===== config.mk =====
export PLATFORM = sky130hd
export DESIGN_NAME = rx_unit_flat
export DESIGN_NICKNAME = d
export VERILOG_FILES = /design/src/rtl/uart_pkg.sv /design/src/rtl/rx_unit_if.sv /design/src/rtl/rx_baud_gen.sv /design/src/rtl/rx_unit.sv /design/src/flat_wrapper.sv
export SDC_FILE = /design/constraint.sdc
export NUM_CORES = 1
export LEC_CHECK = 0
export BUFFER_PORTS_ARGS = -buffer_cell sky130_fd_sc_hd__buf_2
export CORE_MARGIN = 1.5
export CORE_UTILIZATION = 50
export DETAILED_ROUTE_END_ITERATION = 6
export PLACE_DENSITY = 0.65
export SKIP_CTS_REPAIR_TIMING = 1
export SLEW_MARGIN = 20
export SYNTH_ARGS = -nofsm -noshare
export SYNTH_HDL_FRONTEND = slang
export SYNTH_HIERARCHICAL = 1
export SYNTH_SLANG_ARGS = --single-unit

===== constraint.sdc =====
create_clock -name i_clk -period 3.55 [get_ports i_clk]
set_clock_uncertainty 0.2 [all_clocks]
set_input_delay 0.355 -clock i_clk [delete_from_list [all_inputs] [get_ports i_clk]]
set_output_delay 0.355 -clock i_clk [all_outputs]
set_load 0.01 [all_outputs]

===== src/rtl/uart_pkg.sv =====
// Shared UART definitions: line-rate and parity encodings, receiver FSM
// states, and the oversampling divisor calculation used by both the
// receiver and the transmitter.
package uart_pkg;

   // Receiver and transmitter both run 16 ticks per bit.
   localparam int OVERSAMPLE = 16;

   typedef enum logic [1:0] {
      BAUD_1200 = 2'b00,
      BAUD_2400 = 2'b01,
      BAUD_4800 = 2'b10,
      BAUD_9600 = 2'b11
   } baud_e;

   // 2'b11 is decoded as "no parity", the same as PAR_NONE.
   typedef enum logic [1:0] {
      PAR_NONE     = 2'b00,
      PAR_EVEN     = 2'b01,
      PAR_ODD      = 2'b10,
      PAR_NONE_ALT = 2'b11
   } parity_e;

   typedef enum logic [2:0] {
      IDLE,
      START,
      DATA,
      PARITY,
      STOP
   } rx_state_e;

   // Line rate for a 2-bit rate code: 1200 doubled per step.
   function automatic int baud_of(input int code);
      return 1200 << code;
   endfunction

   // Clocks per oversampling tick, rounded up so the tick is never fast.
   function automatic int baud_div(input int clk_freq, input int baud);
      return (clk_freq + baud * OVERSAMPLE - 1) / (baud * OVERSAMPLE);
   endfunction

endpackage


===== src/rtl/rx_unit_if.sv =====
// Read-side bus of the UART receiver: one held word with its flags and a
// pop strobe from the consumer.
interface rx_unit_if #(
   parameter int DBITS = 8
);
   logic [DBITS-1:0] rd_data;
   logic             valid;
   logic             par_err;
   logic             frm_err;
   logic             ovr_err;
   logic             rd;

   // Receiver side: presents the word, accepts the pop strobe.
   modport master (
      output rd_data, valid, par_err, frm_err, ovr_err,
      input  rd
   );

   // Consumer side.
   modport slave (
      input  rd_data, valid, par_err, frm_err, ovr_err,
      output rd
   );
endinterface


===== src/rtl/rx_baud_gen.sv =====
// Oversampling tick generator. The counter is held at zero while disabled
// so the first tick after enable lands a full divisor period later, which
// keeps samples aligned to the detected start edge.
module rx_baud_gen
   import uart_pkg::*;
#(
   parameter int CLK_FREQ = 50_000_000
) (
   input  logic       clk,
   input  logic       rst_n,
   input  logic       enable,
   input  logic [1:0] bd_rate,
   output logic       tick
);

   // The slowest rate needs the largest divisor and sets the counter width.
   localparam int DIV_MAX = baud_div(CLK_FREQ, baud_of(0));
   localparam int CNT_W   = (DIV_MAX > 2) ? $clog2(DIV_MAX) : 1;

   logic [CNT_W-1:0] div_tab [4];
   logic [CNT_W-1:0] div_m1;
   logic [CNT_W-1:0] cnt_reg;

   genvar gi;
   generate
      for (gi = 0; gi < 4; gi++) begin : g_div
         assign div_tab[gi] = CNT_W'(baud_div(CLK_FREQ, baud_of(gi)) - 1);
      end
   endgenerate

   assign div_m1 = div_tab[bd_rate];
   assign tick   = enable && (cnt_reg == div_m1);

   // Free-running divide-by-DIV counter, parked at zero when disabled.
   always_ff @(posedge clk or negedge rst_n) begin
      if (!rst_n) begin
         cnt_reg <= '0;
      end else if (!enable || (cnt_reg == div_m1)) begin
         cnt_reg <= '0;
      end else begin
         cnt_reg <= cnt_reg + 1'b1;
      end
   end

endmodule


===== src/rtl/rx_unit.sv =====
// UART receiver with 16x oversampling, run-time framing selection
// (7/8 data, 1/2 stop, none/even/odd parity, four rates) and a one-entry
// output register with valid/pop handshake and error flags.
module rx_unit
   import uart_pkg::*;
#(
   parameter int CLK_FREQ = 50_000_000,
   parameter int DBITS    = 8,
   parameter int SBITS    = 2
) (
   input  logic       i_clk,
   input  logic       i_rst_n,
   input  logic       i_rx,
   input  logic       i_d_num,
   input  logic       i_s_num,
   input  logic [1:0] i_par,
   input  logic [1:0] i_bd_rate,
   rx_unit_if.master  bus
);

   localparam int BIT_W  = $clog2(DBITS);
   localparam int STOP_W = (SBITS > 1) ? $clog2(SBITS) : 1;

   // Line synchronizer plus one history flop for edge detection.
   logic rx_meta_reg, rx_sync_reg, rx_prev_reg;

   // Frame FSM state and the per-frame configuration snapshot.
   rx_state_e          state_reg, state_next;
   logic [3:0]         tick_cnt_reg, tick_cnt_next;
   logic [BIT_W-1:0]   bit_cnt_reg, bit_cnt_next;
   logic [STOP_W-1:0]  stop_cnt_reg, stop_cnt_next;
   logic [DBITS-1:0]   data_reg, data_next;
   logic               pend_par_reg, pend_par_next;
   logic               pend_frm_reg, pend_frm_next;
   logic               done_reg, done_next;
   logic               d_num_reg, d_num_next;
   logic               s_num_reg, s_num_next;
   parity_e            par_reg, par_next;
   logic [1:0]         bd_reg, bd_next;

   // Held output word.
   logic [DBITS-1:0]   held_data_reg;
   logic               held_par_reg, held_frm_reg;
   logic               valid_reg, ovr_reg;

   logic               tick;
   logic               baud_en;
   logic               start_edge;
   logic               par_en;
   logic [BIT_W-1:0]   last_bit;
   logic [STOP_W-1:0]  last_stop;

   assign baud_en    = (state_reg != IDLE);
   assign start_edge = rx_prev_reg && !rx_sync_reg;
   assign par_en     = (par_reg == PAR_EVEN) || (par_reg == PAR_ODD);
   assign last_bit   = d_num_reg ? BIT_W'(DBITS - 1) : BIT_W'(DBITS - 2);
   assign last_stop  = s_num_reg ? STOP_W'(SBITS - 1) : '0;

   rx_baud_gen #(
      .CLK_FREQ (CLK_FREQ)
   ) u_baud_gen (
      .clk     (i_clk),
      .rst_n   (i_rst_n),
      .enable  (baud_en),
      .bd_rate (bd_reg),
      .tick    (tick)
   );

   // Two-flop synchronizer on the serial line; idles high out of reset.
   always_ff @(posedge i_clk or negedge i_rst_n) begin
      if (!i_rst_n) begin
         rx_meta_reg <= 1'b1;
         rx_sync_reg <= 1'b1;
         rx_prev_reg <= 1'b1;
      end else begin
         rx_meta_reg <= i_rx;
         rx_sync_reg <= rx_meta_reg;
         rx_prev_reg <= rx_sync_reg;
      end
   end

   // Frame FSM registers.
   always_ff @(posedge i_clk or negedge i_rst_n) begin
      if (!i_rst_n) begin
         state_reg    <= IDLE;
         tick_cnt_reg <= '0;
         bit_cnt_reg  <= '0;
         stop_cnt_reg <= '0;
         data_reg     <= '0;
         pend_par_reg <= 1'b0;
         pend_frm_reg <= 1'b0;
         done_reg     <= 1'b0;
         d_num_reg    <= 1'b0;
         s_num_reg    <= 1'b0;
         par_reg      <= PAR_NONE;
         bd_reg       <= 2'b00;
      end else begin
         state_reg    <= state_next;
         tick_cnt_reg <= tick_cnt_next;
         bit_cnt_reg  <= bit_cnt_next;
         stop_cnt_reg <= stop_cnt_next;
         data_reg     <= data_next;
         pend_par_reg <= pend_par_next;
         pend_frm_reg <= pend_frm_next;
         done_reg     <= done_next;
         d_num_reg    <= d_num_next;
         s_num_reg    <= s_num_next;
         par_reg      <= par_next;
         bd_reg       <= bd_next;
      end
   end

   // Frame FSM next state: sample mid-bit, assemble LSB-first, check
   // parity and stop bits, and flag completion for the output stage.
   always_comb begin
      state_next    = state_reg;
      tick_cnt_next = tick_cnt_reg;
      bit_cnt_next  = bit_cnt_reg;
      stop_cnt_next = stop_cnt_reg;
      data_next     = data_reg;
      pend_par_next = pend_par_reg;
      pend_frm_next = pend_frm_reg;
      done_next     = 1'b0;
      d_num_next    = d_num_reg;
      s_num_next    = s_num_reg;
      par_next      = par_reg;
      bd_next       = bd_reg;

      case (state_reg)
         IDLE: begin
            // Only a 1->0 transition starts a frame; a held-low line does not.
            if (start_edge) begin
               state_next    = START;
               tick_cnt_next = '0;
               data_next     = '0;
               pend_par_next = 1'b0;
               pend_frm_next = 1'b0;
               d_num_next    = i_d_num;
               s_num_next    = i_s_num;
               par_next      = parity_e'(i_par);
               bd_next       = i_bd_rate;
            end
         end

         START: begin
            if (tick) begin
               if (tick_cnt_reg == 4'd7) begin
                  tick_cnt_next = '0;
                  if (!rx_sync_reg) begin
                     state_next   = DATA;
                     bit_cnt_next = '0;
                  end else begin
                     // Glitch shorter than half a bit: abandon silently.
                     state_next = IDLE;
                  end
               end else begin
                  tick_cnt_next = tick_cnt_reg + 4'd1;
               end
            end
         end

         DATA: begin
            if (tick) begin
               if (tick_cnt_reg == 4'd15) begin
                  tick_cnt_next          = '0;
                  data_next[bit_cnt_reg] = rx_sync_reg;
                  if (bit_cnt_reg == last_bit) begin
                     state_next    = par_en ? PARITY : STOP;
                     stop_cnt_next = '0;
                  end else begin
                     bit_cnt_next = bit_cnt_reg + 1'b1;
                  end
               end else begin
                  tick_cnt_next = tick_cnt_reg + 4'd1;
               end
            end
         end

         PARITY: begin
            if (tick) begin
               if (tick_cnt_reg == 4'd15) begin
                  tick_cnt_next = '0;
                  // Unused upper data bits are zero, so they do not disturb the XOR.
                  pend_par_next = ((^data_reg) ^ rx_sync_reg) != (par_reg == PAR_ODD);
                  state_next    = STOP;
                  stop_cnt_next = '0;
               end else begin
                  tick_cnt_next = tick_cnt_reg + 4'd1;
               end
            end
         end

         STOP: begin
            if (tick) begin
               if (tick_cnt_reg == 4'd15) begin
                  tick_cnt_next = '0;
                  if (!rx_sync_reg) begin
                     pend_frm_next = 1'b1;
                  end
                  if (stop_cnt_reg == last_stop) begin
                     // Back to IDLE now so an immediately following start edge is seen.
                     state_next = IDLE;
                     done_next  = 1'b1;
                  end else begin
                     stop_cnt_next = stop_cnt_reg + 1'b1;
                  end
               end else begin
                  tick_cnt_next = tick_cnt_reg + 4'd1;
               end
            end
         end

         default: begin
            state_next = IDLE;
         end
      endcase
   end

   // Output register: load on completion, pop on rd, track overwrites.
   always_ff @(posedge i_clk or negedge i_rst_n) begin
      if (!i_rst_n) begin
         held_data_reg <= '0;
         held_par_reg  <= 1'b0;
         held_frm_reg  <= 1'b0;
         valid_reg     <= 1'b0;
         ovr_reg       <= 1'b0;
      end else if (done_reg) begin
         held_data_reg <= data_reg;
         held_par_reg  <= pend_par_reg;
         held_frm_reg  <= pend_frm_reg;
         valid_reg     <= 1'b1;
         if (valid_reg && !bus.rd) begin
            ovr_reg <= 1'b1;
         end else if (valid_reg && bus.rd) begin
            ovr_reg <= 1'b0;
         end
      end else if (bus.rd && valid_reg) begin
         valid_reg <= 1'b0;
         ovr_reg   <= 1'b0;
      end
   end

   assign bus.rd_data = held_data_reg;
   assign bus.valid   = valid_reg;
   assign bus.par_err = held_par_reg;
   assign bus.frm_err = held_frm_reg;
   assign bus.ovr_err = ovr_reg;

endmodule

===== src/flat_wrapper.sv =====
// flat-port wrapper written by rule: the top's interface ports become plain ports
module rx_unit_flat import uart_pkg::*;
#(
   parameter int CLK_FREQ = 50_000_000,
   parameter int DBITS    = 8,
   parameter int SBITS    = 2
)
  (i_clk, i_rst_n, i_rx, i_d_num, i_s_num, i_par, i_bd_rate, bus_rd_data, bus_valid, bus_par_err, bus_frm_err, bus_ovr_err, bus_rd);
  rx_unit_if #(.DBITS(DBITS)) bus_i ();
  input  logic i_clk;
  input  logic i_rst_n;
  input  logic i_rx;
  input  logic i_d_num;
  input  logic i_s_num;
  input  logic [1:0] i_par;
  input  logic [1:0] i_bd_rate;
  output wire logic [$bits(bus_i.rd_data)-1:0] bus_rd_data;
  output wire logic [$bits(bus_i.valid)-1:0] bus_valid;
  output wire logic [$bits(bus_i.par_err)-1:0] bus_par_err;
  output wire logic [$bits(bus_i.frm_err)-1:0] bus_frm_err;
  output wire logic [$bits(bus_i.ovr_err)-1:0] bus_ovr_err;
  input wire logic [$bits(bus_i.rd)-1:0] bus_rd;
  assign bus_rd_data = bus_i.rd_data;
  assign bus_valid = bus_i.valid;
  assign bus_par_err = bus_i.par_err;
  assign bus_frm_err = bus_i.frm_err;
  assign bus_ovr_err = bus_i.ovr_err;
  assign bus_i.rd = bus_rd;
  rx_unit #(.CLK_FREQ(CLK_FREQ), .DBITS(DBITS), .SBITS(SBITS)) u_core (.i_clk(i_clk), .i_rst_n(i_rst_n), .i_rx(i_rx), .i_d_num(i_d_num), .i_s_num(i_s_num), .i_par(i_par), .i_bd_rate(i_bd_rate), .bus(bus_i));
endmodule

==> results.yml <==
route:
  first_pass_iters: 4
  vias: 2147
  wl_per_cell_um: 14.32
  via_per_inst: 5.562
  wl_um: 5529
  ant_nets: 0
  drc: 0
  first_iter_violations: 61
pwr:
  power.leakage_nw: 1.425
  power_density_mw_per_mm2: 592.9
  vdd_ir_drop_max_mv: 0.4103
timing:
  min_period_over_period_pct: 86.21
  worst_slew_pin_slew_ns: 0.8630
  slew_headroom_pct: 42.12
  rsz0062_at_grt: "no"
  setup_viol: 0
  drv_slew: 0
  holdWs_ns: 0.01499
  max_freq_ghz: 0.3268
  fin_crit_ns: 3.060
  fin_setup_tns_ns: 0
  hold_viol: 0
die:
  die_w_um: 78.54
  placementRows: 27
  die_h_um: 78.54
  initial_core_util_pct: 51.81
  coreArea_sq_mm: 0.005507
  dieArea_sq_mm: 0.006168
  ioPinCount: 22
synth:
  synth_edf_count: 0
  synth_xor_area_share_pct: 8.289
  synth_compound_area_share_pct: 11.10
  ys_seq_elements: 55
  synth_fa_ha_area_share_pct: 3.947
  yosys_most_used_dff: "dfrtp_1"
  ys_warn_count: 6
  synthCells: 289
  synth_nets: 308
  muxShareOfSynthArea_pct: 5.702
  synthArstFlopShare_pct: 100.0
  ys_seq_area_share_pct: 48.38
  syn_area_per_cell_sq_um: 9.871
  synthDistinctLibCells: 45
  synthSimpleGateAreaFrac_pct: 19.39
  synth_top_family_by_area: "simple AND/OR/NAND/NOR gates"
  syn-cell-area_sq_mm: 0.002853
worst_setup_path:
  cp_slowest_cell: "dfrtp_1"
  arrival_ns: 3.10
  cp_slowest_stage_delay_ns: 0.47
  reg2reg_slack_ns: 0.49
  crit_buf_inv: 3
  startpoint_type: "register"
  endpoint_kind: "register"
  cp.required_ns: 3.59
  critPathMaxFanout: 7
  reg2reg_depth: 11
  path_cells: "inv_1 > ha_1 > xnor2_1 > o2111ai_1 > nor4_1 > buf_4 > inv_1 > nor2_1 > nand2_1 > o21ai_0 > mux2i_1"
  cpMostUsedCell: "inv_1"
  path_depth: 11
  crit_family: "simple AND/OR/NAND/NOR gates"
  worstSetupPathType: "register to register"
clock_network:
  clk_latency_ns: 0.32
  cts_num_sinks: 55
  cts_root_buffer: "clkbuf_8"
  h-tree-depth: 2
  cts_tree: "built"
  clk_pin_slew_ns: 0.11
  cts_buffer_depth: 2
  numCtsBuffers: 5
cells_and_area:
  antenna_cells: 0
  fill_cells: 515
  areaGrowthSynthToFinish_pct: 9.956
  fin_nets: 332
  largest_register_ffs: 12
  drive_gt1_share_pct: 15.92
placed_design:
  portBuffers: 21
  gp_congestion: 0.8604
  post-dp-hpwl_um: 3897
grt:
  grt_pass1_vias: 2008
  grt_max_degree: 34
  grt_pass1_wl_um: 9729
  grt.overflow.total: 0
  gr-usage-all-layers_pct: 20.08
  antenna_found_initial: 0
hold_path:
  hp-class: "primary input to register"
  holdPathStages: 2
run_status:
  outcome: "complete, no violations"
run:
  maxCapViolCount: 0
-- synthesized netlist by cell type (2+ instances only) --
master     number  share of area, %
a21oi_1        12               2.1
a31oi_1         2              0.44
and3_1          4              0.88
buf_2           4              0.70
clkbuf_1        2              0.26
dfrtp_1        52                46
dfstp_2         3               2.8
ha_1            9               3.9
inv_1          13               1.7
mux2_2         10               3.9
mux2i_1         5               1.8
nand2_1        36               4.7
nand2b_1        2              0.44
nand3_1        10               1.8
nand3b_1        2              0.53
nand4_1         4              0.88
nor2_1         24               3.2
nor2b_1         6               1.3
nor3_1          9               1.6
nor3b_1         3              0.79
nor4_1          4              0.88
o2111ai_1       2              0.61
o21ai_0        21               3.7
o22ai_1         2              0.44
o31ai_1         2              0.53
o41ai_1         2              0.61
xnor2_1        20               6.1
xor2_1          7               2.1
-- cell type report --
class | count | area, sq um | share of cell area, %
repair buffers | 25 | 140.1 | 4.467
clock inverters | 3 | 27.53 | 0.8775
flip-flops and latches | 55 | 1380 | 44.00
inverters | 13 | 48.80 | 1.556
well taps | 72 | 90.09 | 2.872
multi-input cells | 213 | 1381 | 44.04
clock buffers | 5 | 68.82 | 2.194
-- power by group --
group	total, mW	switching [mW]	internal [mW]
Clock	0.368	0.222	0.145
Combinational	0.624	0.363	0.261
Sequential	0.868	0.150	0.718
Total	1.86	0.735	1.12
-- worst reg2reg max path: stages, from the launching register on --
cell	delay, ns
dfrtp_1	0.47
inv_1	0.13
ha_1	0.32
xnor2_1	0.15
o2111ai_1	0.17
nor4_1	0.23
buf_4	0.19
inv_1	0.04
nor2_1	0.28
nand2_1	0.17
o21ai_0	0.41
mux2i_1	0.24
-- placed cells by master, fill, tap and decap left out, types with 5 or more instances in the layout --
| master | count |
|---|---|
| nor2b_1 | 6 |
| dfrtp_1 | 52 |
| xor2_1 | 7 |
| nor2_1 | 24 |
| mux2_2 | 10 |
| mux2i_1 | 5 |
| xnor2_1 | 20 |
| o21ai_0 | 21 |
| buf_2 | 21 |
| nor3_1 | 9 |
| a21oi_1 | 12 |
| ha_1 | 9 |
| nand2_1 | 36 |
| clkbuf_8 | 5 |
| inv_1 | 13 |
| nand3_1 | 10 |
-- logic make-up (layout without fill, tap and decap cells) --
kind of cell | Yosys count | count (layout)
flops | 55 | 55
xor+xnor | 27 | 27
compound gates | 52 | 52
mux | 15 | 15
simple gates | 110 | 110
buf+inv | 21 | 46
fa+ha+maj | 9 | 9
-- worst paths after layout --
check	startpoint	endpoint
setup reg to reg	u_core/bd_reg[0]	u_core/bit_cnt_reg[1]
min in group asynchronous	i_rst_n	u_core/u_baud_gen/cnt_reg[10]
max in group asynchronous	i_rst_n	u_core/bus.rd_data[1]
hold / removal	bus_rd	register
setup / recovery	u_core/bd_reg[0]	u_core/bit_cnt_reg[1]
hold reg to reg	u_core/rx_meta_reg	u_core/rx_sync_reg
-- stage by stage --
stage               setup WS, ns  cell area, sq um  instances  power (mW)  util, %
finish                    0.4897              3137        386       1.860    56.96
CTS                       0.4804              3117        384       1.874    56.60
global placement          0.5970              3020        376       1.484    54.85
floorplan                 0.7714              2853        289       1.360        -
global route             0.05305              3137        386       2.005    56.96
detailed placement        0.5201              3020        376       1.499    54.85
-- metal layers --
metal | routed length [um] | GRT usage (%)
met2 | 2436 | 29.57
met1 | 2799 | 29.80
met3 | 236 | 4.302
met4 | 56 | 5.357
met5 | 0 | 0
Power figures use the tool's default switching activity.
